$ cat src/rtl/rally_referee_pkg.sv
// -----------------------------------------------------------------------------
// rally_referee_pkg
//   Shared tennis definitions used by the ball and the referee: game defaults,
//   the referee state encoding and a saturating score increment helper.
// -----------------------------------------------------------------------------
package rally_referee_pkg;

   // Game defaults
   localparam int unsigned DefWinScore    = 7;
   localparam int unsigned DefMaxSpeedups = 8;

   // Referee state encoding (plain constants for legacy tools)
   localparam logic [2:0] StServe = 3'd0;
   localparam logic [2:0] StRally = 3'd1;
   localparam logic [2:0] StPoint = 3'd2;
   localparam logic [2:0] StDrain = 3'd3;
   localparam logic [2:0] StOver  = 3'd4;

   // Increment a score, never passing the limit
   function automatic logic [3:0] sat_inc(input logic [3:0] value, input logic [3:0] limit);
      return (value >= limit) ? limit : value + 4'd1;
   endfunction

endpackage

$ cat src/rtl/rally_referee_rise_detect.sv
// -----------------------------------------------------------------------------
// rise_detect
//   Rising-edge detector: the input level is registered and rise flags a cycle
//   where the input is high but the registered copy is still low.
//   Ports:
//     clk  - system clock
//     rst  - synchronous active-low reset (registered copy loads 0)
//     din  - level input
//     rise - high while din is 1 and was 0 at the previous clock edge
// -----------------------------------------------------------------------------
module rise_detect (
   input  logic clk,
   input  logic rst,
   input  logic din,
   output logic rise
);

   logic din_q;

   always_ff @(posedge clk) begin
      if (!rst) begin
         din_q <= 1'b0;
      end else begin
         din_q <= din;
      end
   end

   // Consumed only by registered logic in the referee
   assign rise = din & ~din_q;

endmodule

$ cat src/rtl/rally_referee.sv
// -----------------------------------------------------------------------------
// rally_referee
//   Referee for a two-player rally game. Watches the ball's hit windows and the
//   players' buttons, issues return pulses for valid hits (capped per rally),
//   awards points when a window closes without a hit and tracks the scores.
//   Ports:
//     clk, rst                 - clock, synchronous active-low reset
//     button_one/two           - debounced player buttons
//     hittable_one/two         - ball sits at that player's end
//     start_game               - rally in flight (from the ball)
//     return_one/two           - one-cycle pulse, valid hit sent back to ball
//     match_one/two            - one-cycle pulse, that player wins a point
//     score_one/two            - registered point totals
//     game_over, winner        - game finished / who won (0 = one, 1 = two)
//   All outputs are registered.
// -----------------------------------------------------------------------------
module rally_referee
   import rally_referee_pkg::*;
#(
   parameter int unsigned WIN_SCORE    = DefWinScore,
   parameter int unsigned MAX_SPEEDUPS = DefMaxSpeedups
) (
   input  logic       clk,
   input  logic       rst,
   input  logic       button_one,
   input  logic       button_two,
   input  logic       hittable_one,
   input  logic       hittable_two,
   input  logic       start_game,
   output logic       return_one,
   output logic       return_two,
   output logic       match_one,
   output logic       match_two,
   output logic [3:0] score_one,
   output logic [3:0] score_two,
   output logic       game_over,
   output logic       winner
);

   localparam int unsigned    CntW     = $clog2(MAX_SPEEDUPS + 1);
   localparam logic [CntW-1:0] MaxCnt  = CntW'(MAX_SPEEDUPS);
   localparam logic [3:0]     WinScore = 4'(WIN_SCORE);

   logic b1_rise, b2_rise;

   rise_detect u_rise_one (
      .clk  (clk),
      .rst  (rst),
      .din  (button_one),
      .rise (b1_rise)
   );

   rise_detect u_rise_two (
      .clk  (clk),
      .rst  (rst),
      .din  (button_two),
      .rise (b2_rise)
   );

   logic [2:0]      state_q, state_d;
   logic            h1_q, h2_q;
   logic            open1_q, open1_d, open2_q, open2_d;
   logic            hit1_q, hit1_d, hit2_q, hit2_d;
   logic            lock1_q, lock1_d, lock2_q, lock2_d;
   logic [CntW-1:0] ret_cnt_q, ret_cnt_d;
   logic            return_one_q, return_one_d, return_two_q, return_two_d;
   logic            match_one_q, match_one_d, match_two_q, match_two_d;
   logic [3:0]      score_one_q, score_one_d, score_two_q, score_two_d;
   logic            game_over_q, game_over_d;
   logic            winner_q, winner_d;
   logic            point_two_q, point_two_d;

   logic in_rally, both;
   logic h1_rise, h1_fall, h2_rise, h2_fall;
   logic win1, win2, hit1, hit2, early1, early2;
   logic close1, close2, miss1, miss2, can_ret;

   always_comb begin
      in_rally = (state_q == StRally);
      // Both ends claiming the ball is nonsense; neither window counts
      both     = hittable_one & hittable_two;
      h1_rise  = hittable_one & ~h1_q;
      h1_fall  = ~hittable_one & h1_q;
      h2_rise  = hittable_two & ~h2_q;
      h2_fall  = ~hittable_two & h2_q;
      // A window counts as open from the cycle its rising edge is seen
      win1     = hittable_one & ~both & (open1_q | h1_rise);
      win2     = hittable_two & ~both & (open2_q | h2_rise);
      hit1     = in_rally & b1_rise & win1 & ~hit1_q & ~lock1_q;
      hit2     = in_rally & b2_rise & win2 & ~hit2_q & ~lock2_q;
      early1   = in_rally & b1_rise & ~hittable_one;
      early2   = in_rally & b2_rise & ~hittable_two;
      close1   = in_rally & open1_q & h1_fall;
      close2   = in_rally & open2_q & h2_fall;
      miss1    = close1 & ~hit1_q;
      miss2    = close2 & ~hit2_q;
      can_ret  = (ret_cnt_q < MaxCnt);
   end

   always_comb begin
      state_d      = state_q;
      open1_d      = open1_q;
      open2_d      = open2_q;
      hit1_d       = hit1_q;
      hit2_d       = hit2_q;
      lock1_d      = lock1_q;
      lock2_d      = lock2_q;
      ret_cnt_d    = ret_cnt_q;
      return_one_d = 1'b0;
      return_two_d = 1'b0;
      match_one_d  = 1'b0;
      match_two_d  = 1'b0;
      score_one_d  = score_one_q;
      score_two_d  = score_two_q;
      game_over_d  = game_over_q;
      winner_d     = winner_q;
      point_two_d  = point_two_q;

      case (state_q)
         StServe: begin
            ret_cnt_d = '0;
            open1_d   = 1'b0;
            open2_d   = 1'b0;
            hit1_d    = 1'b0;
            hit2_d    = 1'b0;
            if (start_game) state_d = StRally;
         end

         StRally: begin
            if (both)         open1_d = 1'b0;
            else if (h1_rise) open1_d = 1'b1;
            else if (h1_fall) open1_d = 1'b0;
            if (both)         open2_d = 1'b0;
            else if (h2_rise) open2_d = 1'b1;
            else if (h2_fall) open2_d = 1'b0;

            // Hit flag belongs to one window: cleared when a window opens or closes
            if (h1_rise || close1) hit1_d = 1'b0;
            if (hit1)              hit1_d = 1'b1;
            if (h2_rise || close2) hit2_d = 1'b0;
            if (hit2)              hit2_d = 1'b1;

            // An early swing also locks the next window, so set beats clear
            if (close1) lock1_d = 1'b0;
            if (early1) lock1_d = 1'b1;
            if (close2) lock2_d = 1'b0;
            if (early2) lock2_d = 1'b1;

            // Windows never overlap, so at most one hit per cycle
            if ((hit1 || hit2) && can_ret) begin
               return_one_d = hit1;
               return_two_d = hit2;
               ret_cnt_d    = ret_cnt_q + CntW'(1);
            end

            if (miss1) begin
               score_two_d = sat_inc(score_two_q, WinScore);
               match_two_d = 1'b1;
               point_two_d = 1'b1;
               state_d     = StPoint;
            end else if (miss2) begin
               score_one_d = sat_inc(score_one_q, WinScore);
               match_one_d = 1'b1;
               point_two_d = 1'b0;
               state_d     = StPoint;
            end
         end

         StPoint: begin
            open1_d = 1'b0;
            open2_d = 1'b0;
            hit1_d  = 1'b0;
            hit2_d  = 1'b0;
            if ((point_two_q ? score_two_q : score_one_q) == WinScore) begin
               game_over_d = 1'b1;
               winner_d    = point_two_q;
               state_d     = StOver;
            end else begin
               state_d = StDrain;
            end
         end

         StDrain: begin
            open1_d = 1'b0;
            open2_d = 1'b0;
            hit1_d  = 1'b0;
            hit2_d  = 1'b0;
            if (!start_game) state_d = StServe;
         end

         StOver: begin
            if (button_one && button_two) begin
               score_one_d = 4'd0;
               score_two_d = 4'd0;
               game_over_d = 1'b0;
               lock1_d     = 1'b0;
               lock2_d     = 1'b0;
               state_d     = StDrain;
            end
         end

         default: state_d = StServe;
      endcase
   end

   always_ff @(posedge clk) begin
      if (!rst) begin
         state_q      <= StServe;
         h1_q         <= 1'b0;
         h2_q         <= 1'b0;
         open1_q      <= 1'b0;
         open2_q      <= 1'b0;
         hit1_q       <= 1'b0;
         hit2_q       <= 1'b0;
         lock1_q      <= 1'b0;
         lock2_q      <= 1'b0;
         ret_cnt_q    <= '0;
         return_one_q <= 1'b0;
         return_two_q <= 1'b0;
         match_one_q  <= 1'b0;
         match_two_q  <= 1'b0;
         score_one_q  <= 4'd0;
         score_two_q  <= 4'd0;
         game_over_q  <= 1'b0;
         winner_q     <= 1'b0;
         point_two_q  <= 1'b0;
      end else begin
         state_q      <= state_d;
         h1_q         <= hittable_one;
         h2_q         <= hittable_two;
         open1_q      <= open1_d;
         open2_q      <= open2_d;
         hit1_q       <= hit1_d;
         hit2_q       <= hit2_d;
         lock1_q      <= lock1_d;
         lock2_q      <= lock2_d;
         ret_cnt_q    <= ret_cnt_d;
         return_one_q <= return_one_d;
         return_two_q <= return_two_d;
         match_one_q  <= match_one_d;
         match_two_q  <= match_two_d;
         score_one_q  <= score_one_d;
         score_two_q  <= score_two_d;
         game_over_q  <= game_over_d;
         winner_q     <= winner_d;
         point_two_q  <= point_two_d;
      end
   end

   assign return_one = return_one_q;
   assign return_two = return_two_q;
   assign match_one  = match_one_q;
   assign match_two  = match_two_q;
   assign score_one  = score_one_q;
   assign score_two  = score_two_q;
   assign game_over  = game_over_q;
   assign winner     = winner_q;

endmodule

$ cat config.mk
export PLATFORM = sky130hd
export DESIGN_NAME = rally_referee
export DESIGN_NICKNAME = d
export VERILOG_FILES = /design/src/rtl/rally_referee_pkg.sv /design/src/rtl/rally_referee_rise_detect.sv /design/src/rtl/rally_referee.sv
export SDC_FILE = /design/constraint.sdc
export NUM_CORES = 1
export LEC_CHECK = 0
export CORE_MARGIN = 5
export CORE_UTILIZATION = 27
export CTS_CLUSTER_DIAMETER = 80
export CTS_CLUSTER_SIZE = 20
export DETAILED_ROUTE_END_ITERATION = 12
export PLACE_DENSITY = 0.44
export SETUP_SLACK_MARGIN = 0.4
export SYNTH_ARGS = -nofsm -noshare
export SYNTH_HDL_FRONTEND = slang
export SYNTH_SLANG_ARGS = --single-unit
$ cat constraint.sdc
create_clock -name clk -period 2 [get_ports clk]
set_input_delay 0.2 -clock clk [delete_from_list [all_inputs] [get_ports clk]]
set_output_delay 0.2 -clock clk [all_outputs]
set_load 0.005 [all_outputs]
-- After elaboration in Yosys (flattened, before gate mapping)
Cells that the tools add are included.
- register bits: 32
- bits of input ports: 7
- output and inout port bits: 14
- word-level logic and storage cells: 162
- add/sub/neg operators: 3
- $lt $le $gt $ge: 3
- equal/unequal tests: 20
- muxes and demuxes: 45
- bitwise operators: 42
- reduce and logical (&&, ||, !) cells: 28
- operators by type and width (kind ; number):
    $mux 4 ; 8
    $and 1x1->1 ; 27
    $pmux 4 s2 ; 3
    $mux 1 ; 20
    $mux 3 ; 6
    $reduce_and 2->1 ; 8
    $ne 3x1->1 const B ; 5
    $pmux 3 s5 ; 1
    $reduce_and 3->1 ; 5
    $pmux 1 s2 ; 7
    $not 1->1 ; 13
    $add 4x1->4 const B ; 3
    $ne 2x2->1 const B ; 5
    $reduce_bool 2->1 ; 5
    $ge 4x3->1 const B ; 2
    $ne 4x1->1 const B ; 2
    $reduce_and 4->1 ; 2
    $eq 3x2->1 const B ; 2
    $ne 2x1->1 const B ; 3
    $reduce_or 3->1 ; 2
    $eq 4x3->1 const B ; 1
    $lt 4x4->1 const B ; 1
    $eq 3x1->1 const B ; 1
    $eq 3x3->1 const B ; 1
    4 further kinds ; 8

-- Depth between registers and ports, before layout
Gate-level depths: netlist of run 1.
- word-level depth: 11
- depth in mapped cells: 6

-- Cells and area by module
A second synthesis of run 1 with hierarchy kept.
- cell total of the unflattened synthesis: 180
- area total of the unflattened synthesis: 1620.3 um^2
- modules (own cells, without submodules) (module ; instances ; cells each ; area each (um^2) ; seq. area each (um^2)):
    rally_referee ; 1 ; 174 ; 1540.2 ; 600.6
    rise_detect ; 2 ; 3 ; 40.0 ; 20.0

-- Worst setup path before layout of run 1
OpenSTA, ideal clock, no wires.
- kind: register to register
- start: register state_q[0]
- end: register score_two_q[3], in the netlist score_two[3]
- library setup time: 0.133 ns
- arrival: 1.321 ns
- path slack: 0.546 ns
- cell stages (with the launch flop): 6
- path buffers: 1
- clock period less this slack: 1.454 ns
- cells stage by stage: dfxtp_1 > or3b_1 > buf_6 > o22ai_4 > mux2i_1 > nor2_1
- word-level cells in the longest chain between the ends: 6
- elaborated cells between the ends (all ways): 10
- ends and longest elaborated chain (what ; RTL line ; RTL):
    start: declaration ; rally_referee.sv:60 ; logic [2:0] state_q, state_d;
    start signal: assignment ; rally_referee.sv:208 ; state_q <= StServe;
    start signal: assignment ; rally_referee.sv:228 ; state_q <= state_d;
    $eq 3x1->1 ; rally_referee.sv:79, rally_referee.sv:119 ;
    $and 1x1->1 (2 in series) ; rally_referee.sv:93 ; close1 = in_rally & open1_q & h1_fall;
    $and 1x1->1 ; rally_referee.sv:95 ; miss1 = close1 & ~hit1_q;
    $ne 2x1->1 (no source line) ; -- ;
    $reduce_and 3->1 (no source line) ; -- ;
    end signal: assignment ; rally_referee.sv:243 ; score_two_q <= score_two_d;
    end: declaration ; rally_referee.sv:68 ; logic [3:0] score_one_q, score_one_d, score_two_q, score_two_d;
Parallel ways exist; a longest one is shown, timed or not.
A chain may end at the register's enable or synchronous reset.

-- Final worst setup path of run 1
- start: register state_q[2]
- end: register score_one_q[0], in the netlist score_one[0]
- word-level cells in the longest chain between the ends: 6
- elaborated cells between the ends (all ways): 14
- ends and longest elaborated chain (what ; RTL line ; RTL):
    $eq 3x1->1 ; rally_referee.sv:79, rally_referee.sv:119 ;
    $and 1x1->1, on equally long branches (2 in series) ; rally_referee.sv:94, rally_referee.sv:93 ;
    $and 1x1->1, on equally long branches ; rally_referee.sv:96, rally_referee.sv:95 ;
    $ne 2x1->1 (no source line) or $ne 2x2->1 (tied branches) ; -- ;
    $reduce_and 4->1 (no source line) ; -- ;
    end signal: assignment ; rally_referee.sv:242 ; score_one_q <= score_one_d;
    end: declaration ; rally_referee.sv:68 ;
Parallel ways exist; a longest one is shown, timed or not.

==> results of run 1 <==
-- layer usage --
layer	vias up	GRT usage (%)	wire, µm
met5	-	0	0
met4	0	4.670	61
met3	5	3.481	157
met2	32	18.15	1823
met1	649	14.42	1927
li1	715	-	-
-- cell families after synthesis --
kind of cell    Yosys count
mux                       9
simple gates             70
buf+inv                  17
compound gates           44
fa+ha+maj                 7
flops                    32
-- sequential cells by signal, summed over array words and instances, names as in the netlist, 3 cells and up --
signal	count
score_one	4
state_q	3
score_two	4
ret_cnt_q	4
-- layout make-up --
type / count / area (µm²) / area share (%)
timing repair buffer: 31 / 282.8 / 13.47
tap: 75 / 93.84 / 4.470
clock buffer: 8 / 90.09 / 4.291
multi-input combinational: 130 / 942.2 / 44.87
inverter: 12 / 45.04 / 2.145
sequential: 32 / 645.6 / 30.75
-- synthesized netlist by cell type, types with 3 or more instances --
library cell / count / area, µm²
inv_1: 12 / 45.04
nor2b_1: 3 / 18.77
a21oi_1: 8 / 40.04
ha_1: 7 / 87.58
o31ai_1: 3 / 22.52
nor3_1: 3 / 15.01
dfxtp_1: 32 / 640.6
or2b_2: 3 / 26.28
nor2_1: 8 / 30.03
a211oi_1: 4 / 30.03
a31oi_1: 5 / 31.28
o21ai_1: 3 / 15.01
o211ai_1: 3 / 22.52
o21ai_0: 5 / 25.02
nand2b_1: 4 / 25.02
nand2_1: 21 / 78.83
and2_1: 3 / 18.77
mux2i_1: 9 / 90.09
-- metrics by stage --
stage / util (%) / power, µW / area (µm²) / hold slack (ns) / setup WS [ns]
after floorplan: - / 767.4 / 1644 / 0.3035 / 0.5463
after global placement: 33.47 / 828.0 / 1982 / 0.4611 / 0.08489
after detailed placement: 33.47 / 829.1 / 1982 / 0.4658 / 0.04435
after CTS: 35.25 / 1356 / 2087 / 0.3528 / 0.3888
after global routing: 35.46 / 1391 / 2100 / 0.3526 / 0.3926
final: 35.46 / 1333 / 2100 / 0.3221 / 0.4594
-- where the power goes --
group / total (µW) / internal (µW) / switching, µW / leakage [µW]
sequential: 660 / 650 / 10.0 / 0.000261
clock: 516 / 281 / 235 / 0.0000455
combinational: 158 / 72.4 / 85.2 / 0.000541
-- worst paths after layout --
| check | cells past startpoint | to | from |
|---|---|---|---|
| max | 5 | score_one[0] | state_q[2] |
| min reg2reg | 2 | winner | winner |
| min | 2 | u_rise_two.din_q | button_two |
| max reg2reg | 5 | score_one[0] | state_q[2] |
-- worst reg2reg max path, cell delays in order, from the launching register on --
cell      delay, ns
dfxtp_4        0.38
buf_4          0.16
nand2b_1       0.19
a21o_1         0.22
or2_1          0.27
a211oi_1       0.23
-- timing repair --
action / in CTS / in global routing
pin swaps: 2 / 1
endpoints found under the hold margin: 0 / 0
setup endpoints to repair: 15 / 16
resized for setup: 5 / 5
buffers inserted: 1 / 0
-- cell usage in the layout, fill, tap and decap left out, types with 3 or more instances in the layout --
master           synthesis  final
clkdlybuf4s50_1          0     17
nor2b_1                  3      3
nand2_1                 21     21
nor3_1                   3      3
or2b_2                   3      3
o211ai_1                 3      3
o31ai_1                  3      3
o21ai_1                  3      3
inv_1                   12     12
nand2b_1                 4      4
buf_4                    1     11
a21oi_1                  8      8
mux2i_1                  9      9
and2_1                   3      3
nor2_1                   8      7
dfxtp_1                 32     30
ha_1                     7      7
o21ai_0                  5      5
a211oi_1                 4      3
a31oi_1                  5      5
clkbuf_8                 0      6
==> results.py, run 1 <==
metrics = {
    "global_route": {
        "grt_pass1_vias": 1402,
        "grt_pass1_wl_um": 6768,
        "grt_max_degree": 23,
        "antenna_found_initial": 0,
        "track_usage_pct": 11.42,
        "grt_overflow": 0,
    },
    "sta": {
        "fin_crit_ns": 1.541,
        "finalSetupViolations": 0,
        "final_max_slew_viol_count": 0,
        "tightest_slew_ns": 0.3443,
        "fin_crit_sh_pct": 77.03,
        "skew_ns": 0.004210,
        "fin_tns_setup_ns": 0,
        "relSlewSlack_pct": 76.96,
        "fmax_mhz": 649.1,
        "finalHoldViolCount": 0,
        "grt_setup_unrepaired": "yes",
    },
    "synthesis": {
        "synthCells": 179,
        "synth_top_family_by_area": "simple AND/OR/NAND/NOR gates",
        "avgSynthCellArea_um2": 9.185,
        "synth.area.mux_share_pct": 5.479,
        "syn_area_um2": 1644,
        "synth_ff_type": "dfxtp_1",
        "yosys.area_share.xor_xnor_pct": 0,
        "synth_nets": 193,
        "synth_edf_count": 0,
        "synth_compound_area_share_pct": 18.72,
        "synth_cell_types": 50,
        "yosys.area_share.adder_pct": 5.327,
        "postSynth.asyncResetShare_pct": 0,
        "synth-simple-area-share_pct": 26.86,
        "yosysWarnings": 0,
        "synth-seq-cells": 32,
        "synth-seq-area-share_pct": 38.96,
    },
    "floorplan": {
        "rows": 28,
        "core_um2": 5921,
        "die_x_um": 88.04,
        "io_pins": 21,
        "start_util_pct": 27.77,
        "dieHeight_um": 88.04,
        "dieArea_um2": 7750,
    },
    "outcome": {
        "status": "completed",
    },
    "placed_design": {
        "io_buffer_count": 20,
        "hpwl_um": 3000,
        "place_congestion": 0.8359,
        "dp_cells": 279,
    },
    "pwr": {
        "ir_drop_mv": 0.2102,
        "power_leakage_uw": 0.0008479,
        "p_per_area_nw_per_um2": 634.9,
    },
    "clocking": {
        "cts_tree": "done",
        "ctsHoldBuffers": 0,
        "clockBufferDepth": 2,
        "h-tree-depth": 2,
        "cts_buffers": 5,
        "cts.sinks": 32,
        "clkLatencyLatePin_ns": 0.28,
        "root_buffer": "clkbuf_8",
        "clkTransAtPathRegs_ns": 0.07,
    },
    "routing": {
        "viasPerCell": 4.865,
        "vias": 1401,
        "wl_per_cell_um": 13.78,
        "drtIter0Drc": 70,
        "antenna_left": 0,
        "wl_um": 3969,
        "dr.pass1.iters": 4,
        "drc_errors": 0,
    },
    "layout": {
        "antenna_cells": 0,
        "syn2layout_area_growth_pct": 27.70,
        "layout-drive-gt1-share_pct": 17.84,
        "fillCellCount": 625,
        "nets": 226,
        "fin_cells": 288,
    },
    "worst_setup_path": {
        "path_max_fanout": 10,
        "cp_num_buf_inv": 1,
        "r2r_slack_ns": 0.46,
        "cpLargestDelayFamily": "simple AND/OR/NAND/NOR gates",
        "cp-start-kind": "flip-flop",
        "path_cells": "buf_4 > nand2b_1 > a21o_1 > or2_1 > a211oi_1",
        "cpPeakStageDelay_ns": 0.38,
        "required_ns": 2.20,
        "crit_arrival_ns": 1.74,
        "cp_slowest_cell": "dfxtp_4",
        "cp-end-kind": "flip-flop",
        "worst-setup-path-type": "flip-flop to flip-flop",
    },
    "job": {
        "maxCapViolCount": 0,
    },
    "min_path": {
        "hold_path.class": "input pin to flip-flop",
    },
}
Power figures use the tool's default switching activity.
==> run 2: changes to the inputs <==
--- a/config.mk
+++ b/config.mk
@@ -10,7 +10,7 @@
 export CTS_CLUSTER_DIAMETER = 80
 export CTS_CLUSTER_SIZE = 20
 export DETAILED_ROUTE_END_ITERATION = 12
-export PLACE_DENSITY = 0.44
+export PLACE_DENSITY = 0.45
 export SETUP_SLACK_MARGIN = 0.4
 export SYNTH_ARGS = -nofsm -noshare
 export SYNTH_HDL_FRONTEND = slang
==> constraint.sdc (replaced) <==
create_clock -name clk -period 1.4 [get_ports clk]
set_input_delay 0.14 -clock clk [delete_from_list [all_inputs] [get_ports clk]]
set_output_delay 0.14 -clock clk [all_outputs]
set_load 0.005 [all_outputs]
==> run 2 against run 1 <==
Compared with the run above: critical path type unchanged; clock skew about the same; final area up 29%; the flow now finishes with violations (setup timing); largest cell class unchanged; die area unchanged; critical endpoint is now ret_cnt_q[0].
==> results.py, run 2 (same netlist as run 1, synthesis figures left out) <==
metrics = {
    "worst_setup_path": {
        "crit_arrival_ns": 1.66,
        "required_ns": 1.57,
        "rr_worst_depth": 4,
        "timing.rr.end": "ret_cnt_q[0]",
        "r2r_start": "lock1_q",
        "cp-end-kind": "flip-flop",
        "path_max_fanout": 4,
        "cp-start-kind": "flip-flop",
        "r2r_slack_ns": -0.1,
        "worst-setup-path-type": "flip-flop to flip-flop",
    },
    "clocking": {
        "h-tree-depth": 2,
        "root_buffer": "clkbuf_8",
        "cts.sinks": 32,
        "clkTransAtPathRegs_ns": 0.07,
        "cts_buffers": 5,
        "clkLatencyLatePin_ns": 0.28,
        "cts_tree": "done",
        "clockBufferDepth": 2,
    },
    "layout": {
        "ff_latch_area_um2": 664.4,
        "design_area_um2": 2716,
        "antenna_cells": 0,
        "final_cell_mix": "buf_4, nand2_1, dfxtp_1, buf_6, dfxtp_2",
        "final_common_cell": "buf_4",
        "fin_cells": 332,
        "fin_util_pct": 45.88,
        "layout-drive-gt1-share_pct": 51.36,
        "syn2layout_area_growth_pct": 65.22,
        "fillCellCount": 556,
        "multi_input_area_um2": 1150,
        "nets": 271,
    },
    "pwr": {
        "switching_share_pct": 25.21,
        "ir_drop_mv": 0.3467,
        "share_comb_of_total_power_pct": 19.1,
        "intPower_uw": 1594,
        "clkPwrFrac_pct": 36.4,
        "p_sw_uw": 537.4,
        "p_per_area_nw_per_um2": 784.6,
        "power_leakage_uw": 0.001154,
        "power_frac_seq_pct": 44.5,
    },
    "placed_design": {
        "io_buffer_count": 20,
        "dp_cells": 308,
        "place_area_um2": 2272,
        "dpl_worst_slack_ns": -0.4367,
        "place_congestion": 0.7519,
        "hpwl_um": 3380,
    },
    "routing": {
        "drtIter0Drc": 81,
        "wl_um": 4760,
        "vias": 1606,
        "antenna_left": 0,
        "drc_errors": 0,
        "dr.pass1.iters": 4,
        "viasPerCell": 4.837,
        "wl_per_cell_um": 14.34,
    },
    "global_route": {
        "track_usage_pct": 13.10,
        "grt_max_degree": 18,
        "grt_pass1_vias": 1637,
        "antenna_found_initial": 0,
        "grt_pass1_wl_um": 7866,
        "grt_overflow": 0,
    },
    "min_path": {
        "hold_path.class": "input pin to flip-flop",
        "min_from": "hittable_two",
        "holdPathEnd": "lock2_q",
        "hold-path-cell-count": 2,
    },
    "sta": {
        "final_max_slew_viol_count": 0,
        "fin_tns_setup_ns": -0.9539,
        "relSlewSlack_pct": 82.92,
        "tightest_slew_ns": 0.2540,
        "finalSetupViolations": 16,
        "fin_ws_ns": -0.09920,
        "fin_crit_sh_pct": 107.1,
        "fmax_mhz": 667.0,
        "fin_crit_ns": 1.499,
        "finalHoldViolCount": 0,
        "grt_setup_unrepaired": "yes",
        "skew_ns": 0.004130,
    },
    "floorplan": {
        "die_x_um": 88.04,
        "dieHeight_um": 88.04,
        "io_pins": 21,
        "rows": 28,
        "start_util_pct": 27.77,
        "dieArea_um2": 7750,
        "core_um2": 5921,
    },
    "outcome": {
        "violations": "setup timing",
        "status": "complete, but fails checks",
    },
    "job": {
        "maxCapViolCount": 0,
    },
}
==> run 2: cell count changes in the layout (fill, tap and decap cells not counted), moves of 3 or more <==
cell,change
dfxtp_1,-13
dfxtp_2,+12
clkdlybuf4s15_1,+6
a21oi_4,+3
ha_1,-3
a21oi_1,-4
o21ai_0,-4
buf_4,+30
clkdlybuf4s50_1,-11
buf_6,+17
o21ai_2,+3
==> run 2: metrics by stage <==
stage / power, µW / hold slack [ns]
after floorplan: 1112 / 0.2435
after CTS: 2128 / 0.2950
after detailed placement: 1258 / 0.4656
final: 2131 / 0.3103
after global routing: 2244 / 0.3128
after global placement: 1257 / 0.4521
==> run 2: what timing repair did <==
item,in CTS,in global routing
setup buffers,12,5
endpoints found under the setup margin,42,38
endpoints found under the hold margin,0,0
hold buffers,0,0
pin swaps,16,16
resized for setup,76,20
==> run 2: worst max path at each step <==
stage | from | endpoint | cells after the start
floorplan | lock2_q | ret_cnt_q[0] | 4
global placement | hittable_two | score_one[2] | 7
detailed placement | hittable_two | ret_cnt_q[0] | 5
CTS | lock1_q | ret_cnt_q[0] | 4
global route | lock1_q | ret_cnt_q[0] | 4
finish | lock1_q | ret_cnt_q[0] | 4
==> run 2: power groups by stage <==
| stage | logic [µW] | clock network [µW] | registers [µW] |
|---|---|---|---|
| 5_1_grt | 440 | 855 | 949 |
| 4_1_cts | 373 | 809 | 947 |
| 2_1_floorplan | 142 | 0 | 969 |
| 6_report | 407 | 776 | 949 |
| 3_3_place_gp | 289 | 0 | 967 |
| 3_5_place_dp | 288 | 0 | 969 |
==> run 2: area by class of cell <==
class / instances / area share (%)
Clock buffer: 7 / 3.547
Sequential cell: 32 / 24.46
Tap cell: 75 / 3.455
Inverter: 12 / 1.658
Multi-Input combinational cell: 130 / 42.33
Timing Repair Buffer: 76 / 24.55
==> run 2: critical path, cell delays in order (launching register included) <==
cell and delay, ns:
dfxtp_1 0.31, or4b_4 0.54, nor3_4 0.26, o21ai_2 0.13, mux2i_1 0.13
==> run 2: metal layers <==
layer | vias up | track usage (%) | wire [µm]
li1 | 795 | - | -
met1 | 780 | 16.95 | 2260
met2 | 26 | 21.16 | 2300
met3 | 5 | 3.763 | 159
met4 | 0 | 3.984 | 40
met5 | - | 0 | 0
